==> config.mk <==
export PLATFORM = sky130hd
export DESIGN_NAME = fifo_wr_arbiter
export DESIGN_NICKNAME = d
export VERILOG_FILES = /design/src/rtl/fifo_arb_pkg.sv /design/src/rtl/rr_priority_picker.sv /design/src/rtl/fifo_wr_arbiter.sv
export SDC_FILE = /design/constraint.sdc
export NUM_CORES = 1
export LEC_CHECK = 0
export CAP_MARGIN = 0
export CELL_PAD_IN_SITES_DETAIL_PLACEMENT = 0
export CELL_PAD_IN_SITES_GLOBAL_PLACEMENT = 1
export CORE_MARGIN = 2
export CORE_UTILIZATION = 28
export CTS_CLUSTER_SIZE = 16
export DETAILED_ROUTE_END_ITERATION = 10
export PLACE_DENSITY = 0.95
export REMOVE_ABC_BUFFERS = 1
export SETUP_SLACK_MARGIN = 0.02
export SYNTH_ARGS = -nofsm -noshare
export SYNTH_HDL_FRONTEND = slang
export SYNTH_SLANG_ARGS = --single-unit
==> constraint.sdc <==
create_clock -name i_clk -period 3.6 [get_ports i_clk]
set_input_delay 0.36 -clock i_clk [delete_from_list [all_inputs] [get_ports i_clk]]
set_output_delay 0.36 -clock i_clk [all_outputs]
set_load 0.1 [all_outputs]
==> src/rtl/fifo_arb_pkg.sv <==
// Shared types and width helpers for the FIFO write-port arbiter and its picker.
// Latency: n/a (types and constant functions only).
// Backpressure: n/a.
package fifo_arb_pkg;

  // Arbiter FSM: S_IDLE picks a new winner every cycle, S_BURST keeps the locked owner.
  typedef enum logic [0:0] {
    S_IDLE  = 1'b0,
    S_BURST = 1'b1
  } t_arb_state;

  // Width of a requester index. It is never below one bit, so a port is never zero-width.
  function automatic int f_idx_w(input int n);
    return (n > 1) ? $clog2(n) : 1;
  endfunction

  // Width of the beat counter. It can hold every value from 0 to burst inclusive.
  function automatic int f_cnt_w(input int burst);
    return $clog2(burst + 1);
  endfunction

endpackage

==> src/rtl/rr_priority_picker.sv <==
// Rotating-priority search: returns the first set request at or after ptr_i, wrapping.
// Latency: purely combinational, zero cycles.
// Backpressure: none; the caller decides what to do with the pick.
// Ports:
//   req_i   : request vector, one bit per requester
//   ptr_i   : highest-priority index for this search
//   idx_o   : index of the winning request (ptr_i when nothing is found)
//   found_o : at least one request bit is set
module rr_priority_picker #(
  parameter int G_N  = 4,
  parameter int G_IW = 2
) (
  input  logic [G_N-1:0]  req_i,
  input  logic [G_IW-1:0] ptr_i,
  output logic [G_IW-1:0] idx_o,
  output logic            found_o
);

  int              cand;
  logic [G_IW-1:0] cand_idx;

  // Walk offsets from furthest to nearest, so the nearest hit to ptr_i is written last and wins.
  always_comb begin
    idx_o    = ptr_i;
    found_o  = 1'b0;
    cand     = 0;
    cand_idx = '0;
    for (int off = G_N - 1; off >= 0; off--) begin
      cand = int'(ptr_i) + off;
      if (cand >= G_N) begin
        cand = cand - G_N;
      end
      cand_idx = G_IW'(cand);
      if (req_i[cand_idx]) begin
        idx_o   = cand_idx;
        found_o = 1'b1;
      end
    end
  end

endmodule

==> src/rtl/fifo_wr_arbiter.sv <==
// Round-robin arbiter sharing one FIFO write port among G_NUM_REQ valid/ready requesters in bursts.
// Latency: zero-cycle combinational grant and data path; ownership state updates on the clock.
// Backpressure: i_fifo_full deasserts every ready and the write; a stall never uses up burst beats.
// Ports:
//   i_clk, i_rst_n   : clock, synchronous active-low reset
//   i_valid, i_data  : per-requester valid and packed data (requester k at [k*G_WIDTH +: G_WIDTH])
//   o_ready          : per-requester accept (one-hot or zero)
//   i_fifo_full      : FIFO full flag
//   o_fifo_wr        : FIFO write enable
//   o_fifo_data      : FIFO write data
//   o_owner          : selected requester index
//   o_busy           : a burst is locked to o_owner
module fifo_wr_arbiter
  import fifo_arb_pkg::*;
#(
  parameter int G_WIDTH   = 8,
  parameter int G_NUM_REQ = 4,
  parameter int G_BURST   = 4
) (
  input  logic                           i_clk,
  input  logic                           i_rst_n,
  input  logic [G_NUM_REQ-1:0]           i_valid,
  input  logic [G_NUM_REQ*G_WIDTH-1:0]   i_data,
  output logic [G_NUM_REQ-1:0]           o_ready,
  input  logic                           i_fifo_full,
  output logic                           o_fifo_wr,
  output logic [G_WIDTH-1:0]             o_fifo_data,
  output logic [$clog2(G_NUM_REQ)-1:0]   o_owner,
  output logic                           o_busy
);

  localparam int               IDX_W     = f_idx_w(G_NUM_REQ);
  localparam int               CNT_W     = f_cnt_w(G_BURST);
  localparam logic [IDX_W-1:0] LAST_IDX  = IDX_W'(G_NUM_REQ - 1);
  localparam logic [CNT_W-1:0] BURST_MAX = CNT_W'(G_BURST);

  t_arb_state       state_q, state_d;
  logic [IDX_W-1:0] owner_q, owner_d;
  logic [IDX_W-1:0] ptr_q, ptr_d;
  logic [CNT_W-1:0] cnt_q, cnt_d;
  logic [CNT_W-1:0] cnt_inc;

  logic [IDX_W-1:0] pick_idx;
  logic             pick_found;
  logic [IDX_W-1:0] sel;
  logic             sel_vld;
  logic             xfer;

  function automatic logic [IDX_W-1:0] f_next(input logic [IDX_W-1:0] idx);
    return (idx == LAST_IDX) ? '0 : idx + IDX_W'(1);
  endfunction

  rr_priority_picker #(
    .G_N  (G_NUM_REQ),
    .G_IW (IDX_W)
  ) u_picker (
    .req_i   (i_valid),
    .ptr_i   (ptr_q),
    .idx_o   (pick_idx),
    .found_o (pick_found)
  );

  // While idle, the selection is re-evaluated every cycle. When nobody is valid, the last owner stays shown.
  always_comb begin
    sel     = owner_q;
    sel_vld = 1'b0;
    if (state_q == S_BURST) begin
      sel_vld = i_valid[owner_q];
    end else if (pick_found) begin
      sel     = pick_idx;
      sel_vld = 1'b1;
    end
  end

  // Reset gates the handshake directly, because the registers are still stale during the reset cycle.
  assign xfer = i_rst_n & sel_vld & ~i_fifo_full;

  always_comb begin
    o_ready = '0;
    if (xfer) begin
      o_ready[sel] = 1'b1;
    end
  end

  assign o_fifo_wr   = xfer;
  assign o_fifo_data = i_data[int'(sel)*G_WIDTH +: G_WIDTH];
  assign o_owner     = sel;
  assign o_busy      = (state_q == S_BURST);

  always_comb begin
    state_d = state_q;
    owner_d = owner_q;
    ptr_d   = ptr_q;
    cnt_d   = cnt_q;
    cnt_inc = cnt_q + CNT_W'(1);
    case (state_q)
      S_IDLE: begin
        if (pick_found) begin
          // Tracking the pick keeps o_owner stable once the requests go quiet.
          owner_d = pick_idx;
          if (xfer) begin
            if (G_BURST == 1) begin
              ptr_d = f_next(pick_idx);
            end else begin
              state_d = S_BURST;
              cnt_d   = CNT_W'(1);
            end
          end
        end
      end
      S_BURST: begin
        if (!i_valid[owner_q]) begin
          // The owner walked away. Release without a transfer, which costs a one-cycle bubble.
          state_d = S_IDLE;
          ptr_d   = f_next(owner_q);
          cnt_d   = '0;
        end else if (xfer) begin
          if (cnt_inc == BURST_MAX) begin
            state_d = S_IDLE;
            ptr_d   = f_next(owner_q);
            cnt_d   = '0;
          end else begin
            cnt_d = cnt_inc;
          end
        end
        // Valid but full: hold everything. Only an accepted beat counts.
      end
      default: begin
        state_d = S_IDLE;
      end
    endcase
  end

  always_ff @(posedge i_clk) begin
    if (!i_rst_n) begin
      state_q <= S_IDLE;
      owner_q <= '0;
      ptr_q   <= '0;
      cnt_q   <= '0;
    end else begin
      state_q <= state_d;
      owner_q <= owner_d;
      ptr_q   <= ptr_d;
      cnt_q   <= cnt_d;
    end
  end

  a_no_write_when_full: assert property (@(posedge i_clk) disable iff (!i_rst_n)
    o_fifo_wr |-> !i_fifo_full);

  a_ready_onehot0: assert property (@(posedge i_clk) disable iff (!i_rst_n)
    $onehot0(o_ready));

  a_cnt_in_range: assert property (@(posedge i_clk) disable iff (!i_rst_n)
    (state_q == S_BURST) |-> (cnt_q <= BURST_MAX - CNT_W'(1)));

  // A stalled owner must present the same word again, unless it withdraws valid.
  a_owner_data_stable: assert property (@(posedge i_clk) disable iff (!i_rst_n)
    (state_q == S_BURST && i_valid[owner_q] && !xfer) |=>
      (!i_valid[owner_q] || $stable(o_fifo_data)));

endmodule

==> results of run 1 <==
[where the power goes]
| part | switching [mW] | leakage, nW | total (mW) | internal, mW |
|---|---|---|---|---|
| clock network | 0.0262 | 0.0138 | 0.0640 | 0.0379 |
| logic | 0.270 | 0.563 | 0.439 | 0.170 |
| registers | 0.00733 | 0.0655 | 0.102 | 0.0943 |
| total | 0.303 | 0.642 | 0.605 | 0.302 |
[sequential cells by signal, indices dropped and copies added, names as in the netlist]
name / count
ptr_q: 2
owner_q: 2
o_busy: 1
cnt_q: 3
[area by class of cell]
type                    count  area [µm²]
repair buffers             54         653
well taps                  44        55.1
fillers                   284        1490
clock buffers               3        22.5
multi-input cells          86         687
inverters                   3        11.3
flip-flops and latches      8         160
[stage by stage]
| step | std cells | cell area [µm²] |
|---|---|---|
| 4_1_cts | 198 | 1590 |
| 6_report | 198 | 1590 |
| 5_1_grt | 198 | 1590 |
| 3_3_place_gp | 195 | 1570 |
| 3_5_place_dp | 195 | 1570 |
| 2_1_floorplan | 97 | 858 |
[final timing paths]
path              slack [ns]  cells after the start              to       start
setup / recovery        0.70                      7  o_fifo_data[0]  i_valid[0]
setup reg to reg        1.85                      5        cnt_q[2]  owner_q[0]
hold / removal          0.50                      2        ptr_q[0]    ptr_q[0]
hold reg to reg         0.50                      2        ptr_q[0]    ptr_q[0]
[critical path: stages]
cell	delay, ns
clkdlybuf4s50_1	0.50
nor4_2	0.49
or2_4	0.23
nand2_1	0.10
nand2_2	0.29
mux2i_1	0.35
buf_12	0.22
[kinds of logic (layout without fill, tap and decap cells)]
family                     count (synthesis)  count (layout)
muxes                                     26              26
DFF                                        8               8
and+or+nand+nor                           36              36
AOI/OAI and AO/OA                         20              20
xor gates and xnor gates                   1               1
buffers and inverters                      7              60
adders and majority gates                  3               3
[routing by layer]
layer	up-vias	track usage, %	wire length, µm
li1	473	-	-
met1	441	14.6	871
met2	40	25.5	1390
met3	2	2.77	163
met4	0	3.73	17
met5	-	0	0
[synth_stat cells (all sizes together)]
cell,n
o311ai,1
mux4,1
and2,3
a32oi,1
mux2i,25
ha,3
inv,3
nand2,10
a21o,1
dfxtp,8
o21bai,2
a21oi,5
xor2,1
nand2b,5
o211a,1
clkbuf,1
nor3b,2
nor2b,4
a211oi,1
o21ai,2
buf,3
or2,1
o31a,1
nor2,6
nand4b,1
o22ai,1
a21boi,3
nor4,1
nor3,1
or3,2
a311o,1
==> results.md, run 1 <==
- Status: completed
- Nature of the critical path startpoint: input port
- Setup clock skew after layout: approximately 0.002 ns
- Transition time at the pin with the least slew margin: 0.963 ns
- Post-cts sizing count: 0
- Xor/xnor share of the synthesized area: 0.964%
- Routed wirelength normalized by instance count: 12.3 µm
- Antenna diode count: 0
- Cell type with the highest aggregate area in the netlist: mux2i_1
- Post-Route Hold Slack: 0.503 ns
- # nets final: just under 200
- Post-layout power: approximately 0.61 mW
- Main combinational cell family by area after synthesis: multiplexers
- Worst Path Required: 3.24 ns
- Fraction of the mapped netlist area in simple logic gates: between 20% and 30%
- Via count of the first global-routing pass: 922
- Post-DP HPWL: 2.11 mm
- Portion of the clock cycle consumed by the worst path in the final layout: between 80% and 90%
- TritonCTS Buffers: 3
- Max H-tree Level: 1
- Site row count: 20
- Clock network latency to the later pin of the worst-skew pair: 0.24 ns
- Syn Std Cell Area: 908 µm²
- Starting density of the core: 29.5%
- CTS tree: done
- Die extent in y: 61.0 µm
- Critical setup path kind: in -> out
- Clock root cell: clkbuf_4
- Horiz. Die Dim: just over 60 µm
- Synth Warn #: 0
- Fraction of synthesized cell area taken by the top area cell type: 27.5%
- Area growth from synthesis to layout: 74.9%
- Via density per instance: 4.83
- Largest fanout on the critical path: 12
- Post-layout util: between 50 and 60%
- Final hold violation count: 0
- Post-Place Worst Slack: around 0.7 ns
- Setup Viol. Count Final: 0
- Fin. max-slew vios: 0
- WL final: 2.44 mm
- Number of buffers added on ports: 54
- Syn_area_per_cell: about 9 µm²
- Worst Slack Setup Final: 0.700 ns
- Post-Route Setup TNS: 0 ns
- Cells after Synth: ~100
- Area share of fa/ha/maj cells after synthesis: 4.13%
- Area fraction in compound gates after synthesis: 17.6%
- Remaining global-route overflow: 0
- Post-CTS setup buffer count: 0
- Nature of the critical path endpoint: primary output
- Maximum number of pins on one net before global-route repair: 21
- Static Leakage: 0.642 nW
- Most frequent cells in the layout: clkdlybuf4s50_1, mux2i_1, buf_12, nand2_1, dfxtp_1
- Die area: 3720 µm²
- Share of post-route cells with drive strength above 1: 16.9%
- GRT Total Usage: between 10% and 20%
- Number of antenna violations at the first check in global routing: 0
- Proportion of synthesized chip area in sequential cells: 17.6%
- Detail Route Antenna Nets: 0
- Global-route wire length before repair: 3.76 mm
- Max_cap viols: 0
- Number of synthesized register bits: 8
- Reg clk slew, reported paths: 0.05 ns
- Core Region: 3080 µm²
- Cts-stage hold buffer count: 0
- Portion of netlist area occupied by mux cells: 30.0%
- Normalized max-slew margin: 35.6%
- Highest clock frequency the design can meet: 0.345 GHz
- Drt first-iter violations: 24
- Total DRC errors in the routed layout: 0
- Top-level port count: 55
- Power density relative to cell area: between 300 and 400 nW/µm²
- Number of distinct library cells after synthesis: 37
- Worst path arrival time: 2.54 ns
- Total number of vias: 956
- Cells taking the most area after synthesis: mux2i_1, dfxtp_1, ha_1, nand2_1, nand2b_1
- Number of iterations in the first detailed-routing pass: 4
- Most frequent standard cell in the layout excluding fill and tap cells: clkdlybuf4s50_1
- Minimum period implied by the final worst setup slack: 2.90 ns
- Maximum root-to-sink buffer count: 2
- Class of the worst hold path: reg -> reg
- Final weighted congestion of routability-driven global placement: 0.757
- Number of sinks driven by the clock tree: 8
- Worst IR drop on VDD: 0.247 mV
- Unrepaired setup endpoints after global routing: no
Power figures use the tool's default switching activity.
==> run 2: changes to the inputs <==
--- a/config.mk
+++ b/config.mk
@@ -9,10 +9,10 @@
 export CELL_PAD_IN_SITES_DETAIL_PLACEMENT = 0
 export CELL_PAD_IN_SITES_GLOBAL_PLACEMENT = 1
 export CORE_MARGIN = 2
-export CORE_UTILIZATION = 28
+export CORE_UTILIZATION = 26
 export CTS_CLUSTER_SIZE = 16
 export DETAILED_ROUTE_END_ITERATION = 10
-export PLACE_DENSITY = 0.95
+export PLACE_DENSITY = 0.91
 export REMOVE_ABC_BUFFERS = 1
 export SETUP_SLACK_MARGIN = 0.02
 export SYNTH_ARGS = -nofsm -noshare
==> constraint.sdc (replaced) <==
create_clock -name i_clk -period 2.8 [get_ports i_clk]
set_input_delay 0.28 -clock i_clk [delete_from_list [all_inputs] [get_ports i_clk]]
set_output_delay 0.28 -clock i_clk [all_outputs]
set_load 0.1 [all_outputs]
==> results.md, run 2 (synthesized netlist as in run 1, its figures left out) <==
- Post-CTS setup buffer count: 0
- Finished Cell Area: 1660 µm²
- Post-layout power: 0.805 mW
- Max_cap viols: 0
- GRT Total Usage: between 10 and 15%
- Switch share: 49.1%
- Clock root cell: clkbuf_4
- Worst IR drop on VDD: 0.305 mV
- Starting density of the core: 27.2%
- Setup crit start: i_valid[1]
- Proportion of power drawn by flip-flops and latches: 16.2%
- TritonCTS Buffers: 3
- Transition time at the pin with the least slew margin: 0.383 ns
- Antenna diode count: 0
- Static Leakage: 0.674 nW
- Final weighted congestion of routability-driven global placement: 0.801
- Routed wirelength normalized by instance count: 11.8 µm
- Most flop-heavy register: cnt_q
- Worst setup endpoint: o_fifo_data[3]
- Core Region: 3340 µm²
- Worst path arrival time: 2.35 ns
- Area growth from synthesis to layout: 82.9%
- Die extent in y: 63.1 µm
- Worst Path Required: 2.52 ns
- Clock network power share: around a tenth
- Number of iterations in the first detailed-routing pass: 6
- Global-route wire length before repair: 3.94 mm
- Number of sinks driven by the clock tree: 8
- Path depth of the worst reg2reg path: 5
- Combinational power share: 73.4%
- Setup clock skew after layout: 0.00157 ns
- Clock network latency to the later pin of the worst-skew pair: 0.25 ns
- NetSw: between 0.3 and 0.4 mW
- Power density relative to cell area: 484 nW/µm²
- Class of the worst hold path: reg -> reg
- Site row count: 21
- Source of the worst register-to-register timing path: owner_q[0]
- Total number of vias: 955
- Post-cts sizing count: 0
- Critical setup path kind: in -> out
- Internal power: 0.410 mW
- Horiz. Die Dim: 63.1 µm
- Via count of the first global-routing pass: 927
- Largest register FFs: 3
- Maximum number of pins on one net before global-route repair: 21
- Setup Viol. Count Final: 0
- CTS tree: done
- R2R Setup Slk: 1.07 ns
- Highest clock frequency the design can meet: about 0.38 GHz
- Fin. max-slew vios: 0
- Cts-stage hold buffer count: 0
- Nature of the critical path startpoint: input port
- Most frequent cells in the layout: clkdlybuf4s50_1, mux2i_1, buf_12, nand2_1, dfxtp_1
- Nature of the critical path endpoint: primary output
- Via density per instance: 4.70
- Top-level port count: 55
- Drt first-iter violations: 17
- Most frequent standard cell in the layout excluding fill and tap cells: clkdlybuf4s50_1
- Portion of the clock cycle consumed by the worst path in the final layout: 94.0%
- Share of post-route cells with drive strength above 1: 19.1%
- Largest fanout on the critical path: 20
- Post-DP HPWL: 2.07 mm
- Post-layout util: around half
- Minimum period implied by the final worst setup slack: ~2.6 ns
- Fillers: 310
- Worst reg2reg path endpoint: cnt_q[2]
- Largest registers: cnt_q x3, owner_q x2, ptr_q x2
- Total DRC errors in the routed layout: 0
- Final hold violation count: 0
- Cell total after placement: 200
- Normalized max-slew margin: approximately three quarters
- Number of antenna violations at the first check in global routing: 0
- Status: completed
- Die area: roughly 4000 µm²
- Maximum root-to-sink buffer count: 2
- WL final: 2.40 mm
- Remaining global-route overflow: 0
- Number of standard cells in the layout, taps in and fillers out: 203
- Detail Route Antenna Nets: 0
- Unrepaired setup endpoints after global routing: no
- Number of buffers added on ports: 54
- Reg clk slew, reported paths: 0.05 ns
- Max H-tree Level: 1
- # nets final: 201
- Area after DPL: 1640 µm²
-- run 2: cell count changes in the layout (fill, tap and decap cells not counted), sizes merged --
cell	before	now
buf	15	19
clkdlybuf4s50	39	38
-- run 2: layer usage --
metal | global-route usage, % | wire [µm] | vias up
li1 | - | - | 481
met1 | 13.5 | 894 | 430
met2 | 22.2 | 1280 | 40
met3 | 3.57 | 181 | 4
met4 | 5.83 | 44 | 0
met5 | 0 | 0 | -
-- run 2: power groups by stage --
stage / combinational (mW) / sequential [mW] / clock (mW)
after floorplan: 0.353 / 0.139 / 0
final: 0.591 / 0.130 / 0.0838
after detailed placement: 0.595 / 0.133 / 0
after CTS: 0.596 / 0.130 / 0.0884
after global routing: 0.614 / 0.132 / 0.0919
after global placement: 0.588 / 0.132 / 0
-- run 2: critical path, stage by stage --
cell and delay, ns:
clkdlybuf4s50_1 0.57, nor4_2 0.10, or2_4 0.25, o31a_4 0.49
mux2i_1 0.16, mux2i_1 0.27, buf_12 0.22
-- run 2: worst min-delay path by stage --
stage | from | to | depth (start not counted)
after floorplan | i_rst_n | o_busy | 1
after global placement | ptr_q[0] | ptr_q[0] | 2
after detailed placement | ptr_q[0] | ptr_q[0] | 2
after CTS | ptr_q[0] | ptr_q[0] | 2
after global routing | ptr_q[0] | ptr_q[0] | 2
final | ptr_q[0] | ptr_q[0] | 2
-- run 2: final cells by class --
cell class                      count  area, µm²  area share (%)
Inverter                            3       11.3           0.678
Sequential cell                     8        160            9.64
Multi-Input combinational cell     86        687            41.3
Timing Repair Buffer               57        723            43.5
Tap cell                           46       57.6            3.46
Clock buffer                        3       22.5            1.36
-- run 2: stage by stage --
| step | setup slack, ns | hold slack (ns) | setup TNS (ns) |
|---|---|---|---|
| floorplan | -2.16 | 0.402 | -16.57 |
| global route | 0.0238 | 0.554 | 0 |
| CTS | 0.147 | 0.505 | 0 |
| detailed placement | 0.159 | 0.498 | 0 |
| finish | 0.167 | 0.502 | 0 |
| global placement | 0.213 | 0.483 | 0 |
